==> config.mk <==
export PLATFORM = sky130hd
export DESIGN_NAME = mem_ctrl
export DESIGN_NICKNAME = d
export VERILOG_FILES = /design/src/rtl/mem_pkg.sv /design/src/rtl/mem_req_slot.sv /design/src/rtl/mem_ctrl.sv
export SDC_FILE = /design/constraint.sdc
export NUM_CORES = 1
export LEC_CHECK = 0
export CORE_ASPECT_RATIO = 1.75
export CORE_UTILIZATION = 23
export DETAILED_ROUTE_END_ITERATION = 10
export GPL_TIMING_DRIVEN = 0
export PLACE_DENSITY_LB_ADDON = 0.3
export SYNTH_ARGS = -nofsm -noshare
export SYNTH_HDL_FRONTEND = slang
export SYNTH_HIERARCHICAL = 1
export SYNTH_SLANG_ARGS = --single-unit
==> constraint.sdc <==
create_clock -name clk -period 7.2 [get_ports clk]
set_input_delay 0.72 -clock clk [delete_from_list [all_inputs] [get_ports clk]]
set_output_delay 0.72 -clock clk [all_outputs]
set_load 0.05 [all_outputs]
==> src/rtl/mem_pkg.sv <==
// rtl/mem_pkg.sv - shared encodings and helpers for the memory controller
package mem_pkg;

    localparam logic [1:0] SZ_B = 2'b00;
    localparam logic [1:0] SZ_H = 2'b01;
    localparam logic [1:0] SZ_W = 2'b10;

    localparam logic [6:0] OPCODE_L = 7'b0000011;
    localparam logic [6:0] OPCODE_S = 7'b0100011;

    typedef enum logic [1:0] {
        IDLE  = 2'd0,
        READ  = 2'd1,
        WRITE = 2'd2
    } mem_state_t;

    // Size 11 has no RISC-V meaning here and is handled as a word.
    function automatic logic [2:0] size_bytes(input logic [1:0] size);
        case (size)
            SZ_B:    return 3'd1;
            SZ_H:    return 3'd2;
            default: return 3'd4;
        endcase
    endfunction

    function automatic logic [31:0] load_extend(input logic [31:0] raw,
                                                input logic [1:0]  size,
                                                input logic        uns);
        case (size)
            SZ_B:    return uns ? {24'h0, raw[7:0]}  : {{24{raw[7]}}, raw[7:0]};
            SZ_H:    return uns ? {16'h0, raw[15:0]} : {{16{raw[15]}}, raw[15:0]};
            default: return raw;
        endcase
    endfunction

endpackage

==> src/rtl/mem_req_slot.sv <==
// rtl/mem_req_slot.sv - single-entry pending request latch for one requester port
module mem_req_slot #(
    parameter int DATA_WIDTH = 32,
    parameter int ADDR_WIDTH = 17
) (
    input  logic                  clk,
    input  logic                  rst,
    input  logic                  valid,
    input  logic                  we,
    input  logic [2:0]            funct,
    input  logic [DATA_WIDTH-1:0] addr,
    input  logic [DATA_WIDTH-1:0] src,
    input  logic                  take,
    input  logic                  clear,
    output logic                  avail,
    output logic                  req_we,
    output logic [2:0]            req_funct,
    output logic [ADDR_WIDTH-1:0] req_addr,
    output logic [DATA_WIDTH-1:0] req_src
);

    logic                  full;
    logic                  taken;
    logic                  s_we;
    logic [2:0]            s_funct;
    logic [ADDR_WIDTH-1:0] s_addr;
    logic [DATA_WIDTH-1:0] s_src;
    logic                  accept;
    logic                  unused_addr_hi;

    // A pulse while the slot is occupied (pending or in service) is dropped.
    assign accept = valid & ~full;
    assign avail  = (full & ~taken) | accept;

    assign req_we    = full ? s_we    : we;
    assign req_funct = full ? s_funct : funct;
    assign req_addr  = full ? s_addr  : addr[ADDR_WIDTH-1:0];
    assign req_src   = full ? s_src   : src;

    assign unused_addr_hi = ^addr[DATA_WIDTH-1:ADDR_WIDTH];

    always_ff @(posedge clk or posedge rst) begin
        if (rst) begin
            full    <= 1'b0;
            taken   <= 1'b0;
            s_we    <= 1'b0;
            s_funct <= 3'b000;
            s_addr  <= '0;
            s_src   <= '0;
        end else if (clear) begin
            full  <= 1'b0;
            taken <= 1'b0;
        end else begin
            if (accept) begin
                full    <= 1'b1;
                s_we    <= we;
                s_funct <= funct;
                s_addr  <= addr[ADDR_WIDTH-1:0];
                s_src   <= src;
            end
            if (take) begin
                taken <= 1'b1;
            end
        end
    end

endmodule

==> src/rtl/mem_ctrl.sv <==
// rtl/mem_ctrl.sv - arbitrates load/store and fetch ports onto a byte-wide synchronous RAM
module mem_ctrl
    import mem_pkg::*;
#(
    parameter int DATA_WIDTH = 32,
    parameter int ADDR_WIDTH = 17
) (
    input  logic                  clk,
    input  logic                  rst,
    input  logic                  ls_valid,
    input  logic                  ls_we,
    input  logic [2:0]            ls_funct,
    input  logic [DATA_WIDTH-1:0] ls_addr,
    input  logic [DATA_WIDTH-1:0] ls_src,
    output logic                  ls_done,
    output logic [DATA_WIDTH-1:0] ls_data,
    input  logic                  if_valid,
    input  logic [DATA_WIDTH-1:0] if_addr,
    output logic                  if_done,
    output logic [DATA_WIDTH-1:0] if_data,
    input  logic [7:0]            mem_din,
    output logic [7:0]            mem_dout,
    output logic [ADDR_WIDTH-1:0] mem_a,
    output logic                  mem_wr
);

    mem_state_t state, state_n;

    logic                  ls_avail, ls_take, ls_clear, ls_req_we;
    logic [2:0]            ls_req_funct;
    logic [ADDR_WIDTH-1:0] ls_req_addr;
    logic [DATA_WIDTH-1:0] ls_req_src;
    logic                  if_avail, if_take, if_clear, if_req_we;
    logic [2:0]            if_req_funct;
    logic [ADDR_WIDTH-1:0] if_req_addr;
    logic [DATA_WIDTH-1:0] if_req_src;

    logic                  sel_we;
    logic [2:0]            sel_funct;
    logic [ADDR_WIDTH-1:0] sel_addr;
    logic [DATA_WIDTH-1:0] sel_src;

    logic                  cur_port;
    logic [ADDR_WIDTH-1:0] cur_addr;
    logic [DATA_WIDTH-1:0] cur_src;
    logic [1:0]            cur_size;
    logic                  cur_uns;
    logic [2:0]            cur_n;
    logic [2:0]            idx;
    logic [2:0]            rd;
    logic                  rd_ph;
    logic [31:0]           acc;
    logic [31:0]           assembled;
    logic                  issue, capture, finish;

    mem_req_slot #(.DATA_WIDTH(DATA_WIDTH), .ADDR_WIDTH(ADDR_WIDTH)) u_ls_slot (
        .clk(clk), .rst(rst), .valid(ls_valid), .we(ls_we), .funct(ls_funct),
        .addr(ls_addr), .src(ls_src), .take(ls_take), .clear(ls_clear),
        .avail(ls_avail), .req_we(ls_req_we), .req_funct(ls_req_funct),
        .req_addr(ls_req_addr), .req_src(ls_req_src)
    );

    mem_req_slot #(.DATA_WIDTH(DATA_WIDTH), .ADDR_WIDTH(ADDR_WIDTH)) u_if_slot (
        .clk(clk), .rst(rst), .valid(if_valid), .we(1'b0), .funct({1'b0, SZ_W}),
        .addr(if_addr), .src('0), .take(if_take), .clear(if_clear),
        .avail(if_avail), .req_we(if_req_we), .req_funct(if_req_funct),
        .req_addr(if_req_addr), .req_src(if_req_src)
    );

    assign sel_we    = ls_avail ? ls_req_we    : if_req_we;
    assign sel_funct = ls_avail ? ls_req_funct : if_req_funct;
    assign sel_addr  = ls_avail ? ls_req_addr  : if_req_addr;
    assign sel_src   = ls_avail ? ls_req_src   : if_req_src;

    assign ls_clear = finish & ~cur_port;
    assign if_clear = finish &  cur_port;

    always_ff @(posedge clk or posedge rst) begin
        if (rst) begin
            state <= IDLE;
        end else begin
            state <= state_n;
        end
    end

    always_comb begin
        state_n   = state;
        ls_take   = 1'b0;
        if_take   = 1'b0;
        issue     = 1'b0;
        capture   = 1'b0;
        finish    = 1'b0;
        assembled = acc;
        assembled[{rd[1:0], 3'b000} +: 8] = mem_din;
        case (state)
            IDLE: begin
                if (ls_avail) begin
                    ls_take = 1'b1;
                    state_n = ls_req_we ? WRITE : READ;
                end else if (if_avail) begin
                    if_take = 1'b1;
                    state_n = if_req_we ? WRITE : READ;
                end
            end
            READ: begin
                // Captures trail address issue by one cycle (RAM read latency).
                issue   = idx < cur_n;
                capture = rd_ph;
                if (rd_ph && rd == cur_n - 3'd1) begin
                    finish  = 1'b1;
                    state_n = IDLE;
                end
            end
            WRITE: begin
                issue = idx < cur_n;
                if (!issue) begin
                    finish  = 1'b1;
                    state_n = IDLE;
                end
            end
            default: state_n = IDLE;
        endcase
    end

    always_ff @(posedge clk or posedge rst) begin
        if (rst) begin
            cur_port <= 1'b0;
            cur_addr <= '0;
            cur_src  <= '0;
            cur_size <= 2'b00;
            cur_uns  <= 1'b0;
            cur_n    <= 3'd0;
            idx      <= 3'd0;
            rd       <= 3'd0;
            rd_ph    <= 1'b0;
            acc      <= 32'h0;
            mem_a    <= '0;
            mem_wr   <= 1'b0;
            mem_dout <= 8'h00;
            ls_done  <= 1'b0;
            ls_data  <= '0;
            if_done  <= 1'b0;
            if_data  <= '0;
        end else begin
            ls_done <= 1'b0;
            if_done <= 1'b0;
            case (state)
                IDLE: begin
                    if (ls_take || if_take) begin
                        cur_port <= if_take;
                        cur_addr <= sel_addr;
                        cur_src  <= sel_src;
                        cur_size <= sel_funct[1:0];
                        cur_uns  <= sel_funct[2];
                        cur_n    <= size_bytes(sel_funct[1:0]);
                        mem_a    <= sel_addr;
                        mem_wr   <= sel_we;
                        mem_dout <= sel_we ? sel_src[7:0] : 8'h00;
                        idx      <= 3'd1;
                        rd       <= 3'd0;
                        rd_ph    <= 1'b0;
                        acc      <= 32'h0;
                    end
                end
                READ: begin
                    rd_ph <= 1'b1;
                    if (issue) begin
                        mem_a <= cur_addr + ADDR_WIDTH'(idx);
                        idx   <= idx + 3'd1;
                    end
                    if (capture) begin
                        acc[{rd[1:0], 3'b000} +: 8] <= mem_din;
                        rd <= rd + 3'd1;
                    end
                    if (finish) begin
                        if (cur_port) begin
                            if_done <= 1'b1;
                            if_data <= assembled;
                        end else begin
                            ls_done <= 1'b1;
                            ls_data <= load_extend(assembled, cur_size, cur_uns);
                        end
                    end
                end
                WRITE: begin
                    if (issue) begin
                        mem_a    <= cur_addr + ADDR_WIDTH'(idx);
                        mem_dout <= cur_src[{idx[1:0], 3'b000} +: 8];
                        idx      <= idx + 3'd1;
                    end else begin
                        mem_wr   <= 1'b0;
                        mem_dout <= 8'h00;
                        if (cur_port) begin
                            if_done <= 1'b1;
                            if_data <= '0;
                        end else begin
                            ls_done <= 1'b1;
                            ls_data <= '0;
                        end
                    end
                end
                default: ;
            endcase
        end
    end

endmodule
==> run metrics <==
Worst Path Required 7.67 ns; synth warn 6; Num Clock Sinks 298; Inserted Clock Buffers 31; Total Power 8.37 mW; Non-Filler Instances 2,362; DP Worst Slack 3.42 ns; placed cell count 2,305; Initial Utilization 23.4%; Worst Hold Depth 2; share of cells above drive strength 1 22.1%; cells along the critical path clkbuf_1 > clkbuf_1 > inv_1 > ha_1 > a21oi_1 > o21a_1 > o22ai_1 > and3_1 > nor3b_2 > buf_6 > buf_12 > mux2_4; clock share of power 21.3%; Post-DRT Antenna Nets 0; Avg Synthesized Cell Area 12.1 µm²; final setup TNS 0 ns; slowest CP cell clkbuf_1; commonest non-fill, non-tap cell in the layout dfrtp_1; Worst Reg-to-Reg Cells 12; antenna fix cells 0; full die area 66,600 µm²; Hold Buf Count CTS 0; pin count of the biggest net entering global routing 111; switching part of the total power 40.9%; Worst Skew 0.0404 ns; crit end category register; DR DRC count 0; WL per Instance 20.8 µm; IO buf count 173; CP Launch Type register; max incr delay on CP 0.44 ns; Setup Buffers After CTS 0; post-synth top area share 49.5%; hold crit path type register to register; RR Startpoint cur_size[1]$_DFFE_PP0P_; RSZ-0062 raised after global routing no; Vias/cell 4.54; Logic pwr share 46.2%; Pint 4.95 mW; routed wire length 49,200 µm; Final HPWL DP 38,000 µm; final setup vio count 0; grt total ovfl 0; WP data arrival 4.28 ns; Max IR drop VDD 148 µV; CTS root buf clkbuf_16; Final nets 1,654; FF-to-FF End u_ls_slot/s_addr[2]$_DFFE_PP0P_; Pwr per Cell Area 435 nW/µm²; NetSw 3.43 mW; synth top area cells dfrtp_1 50%, mux2_4 10%, mux2_2 8.6%, o21ai_0 4.1%, mux2i_1 3.6%; 1st-iter DRT viols 526; vias in the first global route 11,424; Final Slew Violations 0; setup slack after layout 3.39 ns; row cnt 123; Synth Cell Area 15,100 µm²; crit-path leading delay family buffers and inverters; die height 341 µm; fin crit share 52.9%; min Tclk post-route 3.81 ns; WHS Endpoint acc[18]$_DFFE_PP0P_; depth of the CTS H-tree 1; DR vias 10,725; clock tree buffer depth 3; Slew @ Worst Pin 1.15 ns; dominant synthesized flop cell dfrtp_1; GR Util All Layers 14.8%; initial antenna violation count 1; Async SR Flop Fraction 100%; Hold Path Origin acc[18]$_DFFE_PP0P_; final hold vios 0; critical path class register to register; number of flops mapped to enable cells by yosys 0; clk_lat worst skew 0.62 ns; Worst Path Max Fanout 10; post-synthesis sequential area ratio 49.5%; worst path buffer plus inverter count 5; cell accounting for the most synthesized area dfrtp_1; FF+latch count, synth 298; core box area 64,500 µm²; Post-CTS Resized 0; highest clock rate 0.262 GHz; Worst path most repeated cell clkbuf_1; sequential share of power 32.5%; first-pass GRT wire length 74,000 µm; synth-to-layout area growth 27.7%; Clock Pin Slew Worst Setup and Hold Paths 0.07 ns; Synth Instances 1,248; Yosys cell types 67; leakage power 8.20 nW; die width 195 µm; TritonCTS clock tree done; Max-cap violations 0; R2R setup slack 3.39 ns; most frequent cells in the layout 298 x dfrtp_1, 173 x clkdlybuf4s50_1, 123 x nand2_1, 122 x o21ai_0, 115 x mux2_2; number of I/O pins 204; slew margin rel. 22.4%; status completed; 1st-pass router iterations 4; GPL Wtd Cong 0.863; Worst path depth 12
cell families after synthesis:
| logic type | Yosys count | share of synthesized area (%) |
|---|---|---|
| AO/OA/AOI/OAI | 289 | 12.5 |
| XOR/XNOR | 16 | 1.02 |
| adder cells (fa/ha/maj) | 16 | 1.38 |
| buffers and inverters | 110 | 4.46 |
| flip-flops | 298 | 49.5 |
| multiplexers | 284 | 23.9 |
| other | 2 | 0.0499 |
| AND/OR/NAND/NOR | 233 | 7.19 |
how the worst max path moves through the flow:
| stage | to | start | slack [ns] |
|---|---|---|---|
| floorplan | acc[0]$_DFFE_PP0P_ | rst | 1.37 |
| global placement | ls_data[11]$_DFFE_PP0P_ | rst | -1.46 |
| detailed placement | u_ls_slot/s_addr[7]$_DFFE_PP0P_ | cur_size[1]$_DFFE_PP0P_ | 3.42 |
| CTS | u_ls_slot/s_src[26]$_DFFE_PP0P_ | cur_size[1]$_DFFE_PP0P_ | 3.39 |
| global route | u_ls_slot/s_addr[5]$_DFFE_PP0P_ | cur_size[1]$_DFFE_PP0P_ | 3.10 |
| finish | u_ls_slot/s_addr[2]$_DFFE_PP0P_ | cur_size[1]$_DFFE_PP0P_ | 3.39 |
power groups by stage:
stage	Sequential (mW)	Clock (mW)	Combinational, mW
floorplan	3.08	0	2.24
global placement	2.72	0	3.85
detailed placement	2.75	0	3.90
CTS	2.72	1.83	3.93
global route	2.80	1.89	4.19
finish	2.72	1.78	3.87
worst reg2reg max path, delay by kind of cell (launching register included):
family | cells | cell delay [ns]
flops | 1 | 0.37
compound gates | 3 | 0.72
mux | 1 | 0.32
fa+ha+maj | 1 | 0.34
buf+inv | 5 | 1.45
simple gates | 2 | 0.46
flip-flops by register name (all words and copies together) (netlist names), 8 cells and up:
signal and cells:
mem_a 17, cur_addr 17, u_ls_slot/s_src 32, u_ls_slot/s_addr 17, u_if_slot/s_src 32, mem_dout 8, ls_data 32, if_data 32
u_if_slot/s_addr 17, acc 32, cur_src 32
layer usage:
metal | global-route usage [%] | vias to the layer above | wire, µm
li1 | - | 4974 | -
met1 | 15.4 | 5423 | 18200
met2 | 29.1 | 243 | 27400
met3 | 1.65 | 83 | 1420
met4 | 6.84 | 2 | 2260
met5 | 0 | - | 8
cell usage after synthesis (13+ instances only):
| cell type | instances |
|---|---|
| a21oi_1 | 56 |
| a32o_1 | 31 |
| buf_2 | 20 |
| buf_4 | 13 |
| clkbuf_1 | 35 |
| dfrtp_1 | 298 |
| ha_1 | 15 |
| inv_1 | 25 |
| mux2_2 | 115 |
| mux2_4 | 100 |
| mux2i_1 | 54 |
| nand2_1 | 123 |
| nor2_1 | 37 |
| nor2b_1 | 26 |
| o21ai_0 | 122 |
| o2bb2ai_1 | 26 |
through the flow:
stage	util [%]	cell area [µm²]	hold slack (ns)
after detailed placement	28.1	18100	0.464
after global routing	29.8	19200	0.500
final	29.8	19200	0.473
after global placement	28.0	18100	0.456
after floorplan	-	15300	0.442
after CTS	29.8	19200	0.479
area by class of cell:
class	count	area (µm²)
clock inverters	17	243
flip-flops and latches	298	7460
well taps	812	1020
fillers	6557	45200
inverters	25	104
repair buffers	175	1780
clock buffers	40	870
plain buffers	85	578
multi-input cells	910	7200
Note: power is estimated with default switching activity, not from simulation.
